--- src/rtl/led_scan_pkg.sv ---
// led_scan_pkg: shared scan state encoding and column-index width helper
package led_scan_pkg;
  typedef enum logic {S_BLANK = 1'b0, S_DRIVE = 1'b1} scan_state_t;
  function automatic int x_width(input int n);
    return $clog2(n) + 1;
  endfunction
endpackage

--- src/rtl/led_frame_buffer.sv ---
// led_frame_buffer: pending/display frame pair with valid/ready intake and frame-boundary swap
module led_frame_buffer #(
  parameter int W = 25
) (
  input  logic         clk,
  input  logic         rst,
  input  logic [W-1:0] cells_in,
  input  logic         cells_valid,
  output logic         cells_ready,
  input  logic         swap,
  output logic [W-1:0] cells_out
);
  logic [W-1:0] pending;
  logic [W-1:0] display;
  logic         pending_full;
  logic         take;
  assign cells_ready = !pending_full;
  assign cells_out   = display;
  assign take        = cells_valid && cells_ready;
  // A frame taken on the swap edge itself is not forwarded; it waits a full frame.
  always_ff @(posedge clk) begin
    if (rst) begin
      pending      <= '0;
      display      <= '0;
      pending_full <= 1'b0;
    end else begin
      if (take) pending <= cells_in;
      if (swap && pending_full) display <= pending;
      pending_full <= take || (pending_full && !swap);
    end
  end
endmodule

--- src/rtl/led_scan_controller.sv ---
// led_scan_controller: column scan with per-slot blanking and tear-free double-buffered frames
module led_scan_controller
  import led_scan_pkg::*;
#(
  parameter int N            = 5,
  parameter int COLUMN_TICKS = 1000,
  parameter int BLANK_TICKS  = 8
) (
  input  logic                   clk,
  input  logic                   rst,
  input  logic [N*N-1:0]         cells_in,
  input  logic                   cells_valid,
  output logic                   cells_ready,
  output logic                   ena,
  output logic [x_width(N)-1:0]  x,
  output logic [N*N-1:0]         cells_out,
  output logic                   frame_start
);
  localparam int XW = x_width(N);
  localparam int TW = $clog2(COLUMN_TICKS);
  localparam logic [TW-1:0] TICK_LAST  = TW'(COLUMN_TICKS - 1);
  localparam logic [TW-1:0] BLANK_LAST = TW'(BLANK_TICKS - 1);
  localparam logic [XW-1:0] COL_LAST   = XW'(N - 1);
  if (N < 1 || N > 8) begin : g_bad_n
    $error("led_scan_controller: N=%0d outside 1..8", N);
  end
  if (COLUMN_TICKS < 2) begin : g_bad_ct
    $error("led_scan_controller: COLUMN_TICKS=%0d must be >= 2", COLUMN_TICKS);
  end
  if (BLANK_TICKS < 1 || BLANK_TICKS > COLUMN_TICKS - 1) begin : g_bad_bt
    $error("led_scan_controller: BLANK_TICKS=%0d outside 1..COLUMN_TICKS-1", BLANK_TICKS);
  end
  logic [TW-1:0] tick_cnt;
  logic [XW-1:0] col;
  scan_state_t   state;
  logic          tick_last;
  logic          wrap;
  assign tick_last = tick_cnt == TICK_LAST;
  assign wrap      = tick_last && col == COL_LAST;
  // col only moves together with DRIVE->BLANK, so x is stable whenever ena is high.
  always_ff @(posedge clk) begin
    if (rst) begin
      tick_cnt <= '0;
      col      <= '0;
      state    <= S_BLANK;
    end else begin
      tick_cnt <= tick_last ? '0 : tick_cnt + 1'b1;
      col      <= wrap ? '0 : tick_last ? col + 1'b1 : col;
      state    <= (state == S_BLANK && tick_cnt == BLANK_LAST) ? S_DRIVE :
                  (state == S_DRIVE && tick_last) ? S_BLANK : state;
    end
  end
  assign ena         = state == S_DRIVE;
  assign x           = col;
  assign frame_start = col == '0 && tick_cnt == '0 && !rst;
  led_frame_buffer #(.W(N*N)) u_buf (
    .clk         (clk),
    .rst         (rst),
    .cells_in    (cells_in),
    .cells_valid (cells_valid),
    .cells_ready (cells_ready),
    .swap        (wrap),
    .cells_out   (cells_out)
  );
endmodule

--- config.mk ---
export PLATFORM = sky130hd
export DESIGN_NAME = led_scan_controller
export DESIGN_NICKNAME = d
export VERILOG_FILES = /design/src/rtl/led_scan_pkg.sv /design/src/rtl/led_frame_buffer.sv /design/src/rtl/led_scan_controller.sv
export SDC_FILE = /design/constraint.sdc
export NUM_CORES = 1
export LEC_CHECK = 0
export ABC_AREA = 0
export CORE_ASPECT_RATIO = 2
export CORE_MARGIN = 4
export CORE_UTILIZATION = 50
export DETAILED_ROUTE_END_ITERATION = 8
export PLACE_DENSITY_LB_ADDON = 0.3
export SYNTH_ARGS = -nofsm -noshare
export SYNTH_HDL_FRONTEND = slang
export SYNTH_SLANG_ARGS = --single-unit
export TNS_END_PERCENT = 10
--- constraint.sdc ---
create_clock -name clk -period 2.3 [get_ports clk]
set_input_delay 0.46 -clock clk [delete_from_list [all_inputs] [get_ports clk]]
set_output_delay 0.46 -clock clk [all_outputs]
set_load 0.005 [all_outputs]
======== Word-level counts from Yosys, hierarchy flattened ========
Cells that the tools add are included.
operators by class
  reduce and logical (&&, ||, !) cells .... 17
  $add $sub $neg .......................... 2
  div/mod/pow operators ................... 0
  shift-type cells ........................ 0
  $lt $le $gt $ge ......................... 0
  equal/unequal tests ..................... 3
  mux-type cells .......................... 2
  bitwise logic cells ..................... 1
  multiply operators ...................... 0
operator list
  kind                     count
  $add A10 B1 Y10 const B  1
  $eq A10 B10 Y1 const B   1
  $eq A10 B3 Y1 const B    1
  $logic_not A10 Y1        1
  $logic_and A1 B1 Y1      8
  $add A4 B1 Y4 const B    1
  $eq A4 B3 Y1 const B     1
  $logic_not A4 Y1         1
  $reduce_or A2 Y1         2
  $logic_not A1 Y1         3
  $mux W1                  2
  $reduce_bool A2 Y1       1
  $logic_or A1 B1 Y1       1
  $not A1 Y1               1
storage, ports and cells
  memory bits (read-only) ................. 0
  RAM bits ................................ 0
  bits in latches ......................... 0
  register bits ........................... 66
  bits of input ports ..................... 28
  memories kept ........................... 0

======== Longest topological paths before layout ========
Gate-level depths: netlist of run 1.
  depth in word-level cells ............... 5
  gate-level depth with buffers ........... 7

======== Cells and area by module ========
A second synthesis of run 1 with hierarchy kept.
unflattened totals
  cell total of the unflattened synthesis .. 291
  area, all modules ....................... 3055.4 um^2
modules (own cells, without submodules)
  module               cells each  times used  area an instance (um^2)  sequential area each (um^2)
  led_frame_buffer     199         1           2227.1                   1021.0
  led_scan_controller  92          1           828.3                    300.3

======== Worst setup path before layout of run 1 ========
Ideal clock, no wire load.
  kind .................................... register to register
  start point ............................. register tick_cnt[0]
  end point ............................... register u_buf.display[10] (netlist: u_buf.cells_out[10])
  data arrival time ....................... 1.540 ns
  required time ........................... 2.228 ns
  path slack .............................. 0.689 ns
  cell stages (with the launch flop) ...... 7
  cell sequence ........................... dfxtp_1 ha_1 nand3_4 nor4_4 buf_6 buf_12 mux2i_1
between the ends
  cells in the longest elaborated chain, start to end .. 3
RTL lines
  what                    line                       text
  from (decl)             led_scan_controller.sv:33  logic [TW-1:0] tick_cnt;
  from (signal assigned)  led_scan_controller.sv:47  tick_cnt <= tick_last ? '0 : tick_cnt + 1'b1;
  $eq A10 B10 Y1          led_scan_controller.sv:38  assign tick_last = tick_cnt == TICK_LAST;
  $logic_and A1 B1 Y1     led_scan_controller.sv:39  assign wrap = tick_last && col == COL_LAST;
  $logic_and A1 B1 Y1     led_frame_buffer.sv:28     if (swap && pending_full) display <= pending;
  to (signal assigned)    led_frame_buffer.sv:28
  to (decl)               led_frame_buffer.sv:14     logic [W-1:0] display;
Every way passes these cells.
A chain may end at the register's enable or synchronous reset.

======== Worst setup path after layout of run 1 ========
  start point ............................. input rst
  end point ............................... output frame_start
between the ends
  cells in the longest elaborated chain, start to end .. 2
RTL lines
  what                 line                       text
  from (decl)          led_scan_controller.sv:10  input logic rst,
  $logic_not A1 Y1     led_scan_controller.sv:55  assign frame_start = col == '0 && tick_cnt == '0 && !rst;
  $logic_and A1 B1 Y1  led_scan_controller.sv:55
  to (decl)            led_scan_controller.sv:17  output logic frame_start
Every way passes these cells.

==> run metrics, run 1 <==
setup TNS=0 ps; DP Wirelength=4260 microns; Clock Latency Late Sink=330 ps; EDFF count, synth=0; WP data arrival=1740 ps; hold path start=u_buf.cells_out[24]$_SDFFE_PP0P_; HP Class=reg2reg; prevailing post-synth register cell=dfxtp_1; number of global-route vias before repair=2285; power per cell area=658 nW/um^2; Ys Warns=0; WHS Endpoint=u_buf.cells_out[24]$_SDFFE_PP0P_; Wirelength per Cell=14.1 microns; met1 Track Usage GR=20.4%; top-count cell post-synth=nand2_1; reg2reg end=u_buf.cells_out[22]$_SDFFE_PP0P_; syn_nets=348; leakage=1.25 nW; Max-slew headroom=68.7%; pin count of the biggest net entering global routing=51; worst ir drop on vdd=0.584 mV; FP Rows=37; Cell Area, Synth=2730 sq um; CTS clk-pin slew, worst paths=70 ps; CTS tree=done; IO Port Bufs=59; final worst-path cycle share=95.5%; Worst-Margin Slew=457 ps; Num CTS Buffers=9; most area-consuming cells after synthesis=dfxtp_1 48%, nand2_1 15%, mux2i_1 10%, a21oi_1 5.3%, ha_1 1.8%; Final WS setup=104 ps; R2R Setup Slk=500 ps; Initial Utilization=52.2%; Place WS=-130 ps; Critical Path RT=1840 ps; CP Launch Type=primary input; share of layout cells above drive strength 1=8.42%; core area=5230 sq um; NumNets Final=407; root buffer cell=clkbuf_8; CTS H-tree lvls=3; die footprint=6780 sq um; Worst Skew=6.27 ps; post-synth top area share=48.4%; initial antenna violation count=0; DRC viols=0; ys async rst share=0%; post-synthesis cell type count=37; DR iter-0 viols=122; met2 GRT Util=33.7%; die width=60.2 microns; diode count=0; status=finished, final reports clean; #FFs+latches synth=66; chip height=112 microns; TritonCTS Sinks=66; Finish-stage setup viols=0; f_max=455 MHz; sequential-to-total area share from yosys stat=48.4%; io pins=60; vias per cell=5.31; via count=2327; Core Util, Final=68.2%; final hold vios=0; gpl congestion=0.871; gr ovfl total=0; commonest cells in the netlist=108 x nand2_1, 66 x dfxtp_1, 29 x a21oi_1; first-pass GRT wire length=10100 microns; clk buf depth=2; GRT Overall Usage=19.7%; Post-Syn Area per Cell=8.64 sq um; max cap viols=0; gr busiest metal=met2; hold path cells=2; max-slew violations=0; final WL=6180 microns; kind of critical path=in2out; RSZ-0062 raised after global routing=false; Tmin final=2200 ps; Post-DRT Antenna Nets=0; area delta synth->final=30.8%; Crit Path Max Fanout=2; endpoint type of the worst setup path=primary output; r2r worst-path depth=5; FF-to-FF Start=tick_cnt[0]$_SDFF_PP0_; drt pass-1 iters=4; leading area contributor after synthesis=dfxtp_1; Fillers=443; Mapped Cells=316; met3 usage in global routing=6.21%
[where the power goes]
group	internal, mW	switching (mW)	leakage, nW	total (mW)
clock	0.558	0.420	0.0986	0.978
combinational	0.0851	0.0881	0.612	0.173
sequential	1.17	0.0221	0.536	1.20
[metrics by stage]
step,power [mW],area (sq um),hold slack (ps),std cells
after global placement,1.39,3340,438,421
final,2.35,3570,453,438
after global routing,2.44,3570,472,438
after detailed placement,1.40,3340,447,421
after floorplan,1.31,2730,430,316
after CTS,2.37,3570,457,438
[timing repair]
item | in CTS | in global routing
endpoints found under the setup margin | 1 | 0
gates resized for setup | 3 | 0
setup buffers | 1 | 0
hold buffers | 0 | 0
[how the worst max path moves through the flow]
stage / to / start
floorplan: u_buf.cells_out[10]$_SDFFE_PP0P_ / tick_cnt[0]$_SDFF_PP0_
global placement: frame_start / rst
detailed placement: frame_start / rst
CTS: frame_start / rst
global route: frame_start / rst
finish: frame_start / rst
[sequential cells by signal, indices dropped and copies added (netlist names)]
register	cells
ena	1
tick_cnt	10
u_buf.cells_out	25
u_buf.pending	25
u_buf.pending_full	1
x	4
[cells in the final DEF (no fill, tap or decap), drive strengths merged, types with 5 or more instances in the layout]
master	Yosys	final
buf	7	10
mux2i	28	28
nand2	108	108
nor2	7	7
nor3	5	5
nand3	7	7
inv	8	7
dfxtp	66	66
clkdlybuf4s50	0	58
a21oi	29	29
clkbuf	14	12
[area by class of cell]
cell class | instances | area [sq um] | share of cell area, %
multi-input cells | 221 | 1260 | 35.4
inverters | 8 | 30.0 | 0.842
clock inverters | 4 | 50.0 | 1.40
flip-flops and latches | 66 | 1320 | 37.0
repair buffers | 69 | 677 | 19.0
clock buffers | 12 | 155 | 4.35
well taps | 58 | 72.6 | 2.03
[cell families (layout without fill, tap and decap cells)]
family / after synthesis / count (layout) / share of synthesized area, %
adder cells (fa/ha/maj): 4 / 4 / 1.83
AND/OR/NAND/NOR: 147 / 147 / 24.1
buffers and inverters: 29 / 93 / 5.87
AO/OA/AOI/OAI: 38 / 38 / 8.12
flip-flops: 66 / 66 / 48.4
XOR/XNOR: 3 / 3 / 0.963
multiplexers: 29 / 29 / 10.7
[critical path: stages]
cell,delay (ps)
clkdlybuf4s50_1,430
nor4_2,320
nand2_1,90
nor3_1,180
dlygate4sd2_1,250
[metal layers]
metal | vias to the layer above | wire length, microns
li1 | 1163 | -
met3 | 15 | 329
met5 | - | 0
met4 | 0 | 184
met2 | 79 | 3320
met1 | 1070 | 2340
(Power assumes the default switching activity.)
==> run 2, diff against run 1 <==
--- a/config.mk
+++ b/config.mk
@@ -10,7 +10,8 @@
 export CORE_MARGIN = 4
 export CORE_UTILIZATION = 50
 export DETAILED_ROUTE_END_ITERATION = 8
-export PLACE_DENSITY_LB_ADDON = 0.3
+export PLACE_DENSITY = 0.75
+export REMOVE_ABC_BUFFERS = 1
 export SYNTH_ARGS = -nofsm -noshare
 export SYNTH_HDL_FRONTEND = slang
 export SYNTH_SLANG_ARGS = --single-unit
==> run metrics, run 2 (synthesis gave the netlist of run 1 again) <==
f_max=480 MHz; gr busiest metal=met2; met2 GRT Util=32.1%; drt pass-1 iters=4; R2R Setup Slk=520 ps; core area=5230 sq um; NumNets Final=407; status=finished, final reports clean; Clock Latency Late Sink=330 ps; commonest non-fill, non-tap cell in the layout=nand2_1; via count=2273; Wirelength per Cell=13.2 microns; endpoint type of the worst setup path=primary output; r2r worst-path depth=5; first-pass GRT wire length=9630 microns; CTS tree=done; DP Wirelength=4050 microns; gpl congestion=0.854; Worst path top cell family by delay=buffers and inverters; number of global-route vias before repair=2159; IO Port Bufs=59; Final WS setup=215 ps; max-slew violations=0; Worst Skew=8.74 ps; met3 usage in global routing=4.14%; DRC viols=0; die footprint=6780 sq um; kind of critical path=in2out; worst ir drop on vdd=0.546 mV; critical path, cell by cell=clkdlybuf4s50_1 > nor4_4 > nand2_1 > nor3_1 > dlygate4sd2_1; Num CTS Buffers=9; Critical Path RT=1840 ps; gr ovfl total=0; leakage=1.25 nW; chip height=112 microns; RSZ-0062 raised after global routing=false; DR iter-0 viols=66; Place WS=-186 ps; met1 Track Usage GR=20.1%; clk buf depth=2; FP Rows=37; Hold WS=452 ps; final WL=5780 microns; HP Class=reg2reg; root buffer cell=clkbuf_8; share of layout cells above drive strength 1=7.63%; GRT Overall Usage=18.4%; dpl cell area=3350 sq um; pin count of the biggest net entering global routing=51; area delta synth->final=31.1%; final instance area=3580 sq um; diode count=0; Post-DRT Antenna Nets=0; hold path cells=2; CTS clk-pin slew, worst paths=70 ps; Max-slew headroom=68.1%; Tmin final=2080 ps; Initial Utilization=52.2%; Buf/Inv on CP=2; Tot Pwr=2.40 mW; power per cell area=672 nW/um^2; Worst-Margin Slew=479 ps; Finish-stage setup viols=0; CP max stage delay=470 ps; CTS Hold Bufs=0; max cap viols=0; Crit Path Max Fanout=2; WP data arrival=1620 ps; CP Launch Type=primary input; final worst-path cycle share=90.6%; highest-count cells in the layout ignoring fill and taps=108 x nand2_1, 66 x dfxtp_1, 58 x clkdlybuf4s50_1; CP max-delay cell=clkdlybuf4s50_1; initial antenna violation count=0; die width=60.2 microns; final hold vios=0; TritonCTS Sinks=66; vias per cell=5.19; io pins=60; Worst path depth=5; CTS H-tree lvls=3
[run 2: worst paths after layout]
kind	from	endpoint
setup / recovery	rst	frame_start
hold / removal	u_buf.pending[19]$_SDFFE_PP0P_	u_buf.cells_out[19]$_SDFFE_PP0P_
setup reg to reg	tick_cnt[0]$_SDFF_PP0_	u_buf.cells_out[10]$_SDFFE_PP0P_
hold reg to reg	u_buf.pending[19]$_SDFFE_PP0P_	u_buf.cells_out[19]$_SDFFE_PP0P_
[run 2: report_power, final]
| group | switching, mW | leakage [nW] | internal [mW] | total [mW] |
|---|---|---|---|---|
| logic | 0.0852 | 0.616 | 0.0865 | 0.172 |
| registers | 0.0229 | 0.536 | 1.17 | 1.20 |
| clock network | 0.419 | 0.101 | 0.614 | 1.03 |
[run 2: repair_timing]
action                                  in CTS  in global routing
endpoints found under the hold margin        0                  0
resized for setup                            2                  1
endpoints found under the setup margin       1                  1
buffers inserted                             0                  0
pin swaps                                    1                  1
[run 2: final cells by class]
cell class	instances	area, sq um
sequential	66	1320
tap	58	72.6
inverter	8	30.0
timing repair buffer	69	677
fill	434	1650
multi-input combinational	221	1260
clock inverter	4	76.3
clock buffer	12	135
[run 2: worst min-delay path, cell delays in order, from the launching register on]
cell and delay [ps]:
dfxtp_1 310, nand2_1 50, mux2i_1 50
[run 2: metrics by stage]
step	TNS, ps	std cells	utilization (%)
floorplan	-3650	295	-
global placement	-177	422	64.1
detailed placement	-186	422	64.1
CTS	0	438	68.2
global route	0	438	68.4
finish	0	438	68.4
[run 2: routing by layer]
metal / wire (microns) / vias to the layer above
li1: - / 1166
met1: 2270 / 1043
met2: 3130 / 51
met3: 242 / 13
met4: 138 / 0
met5: 0 / -
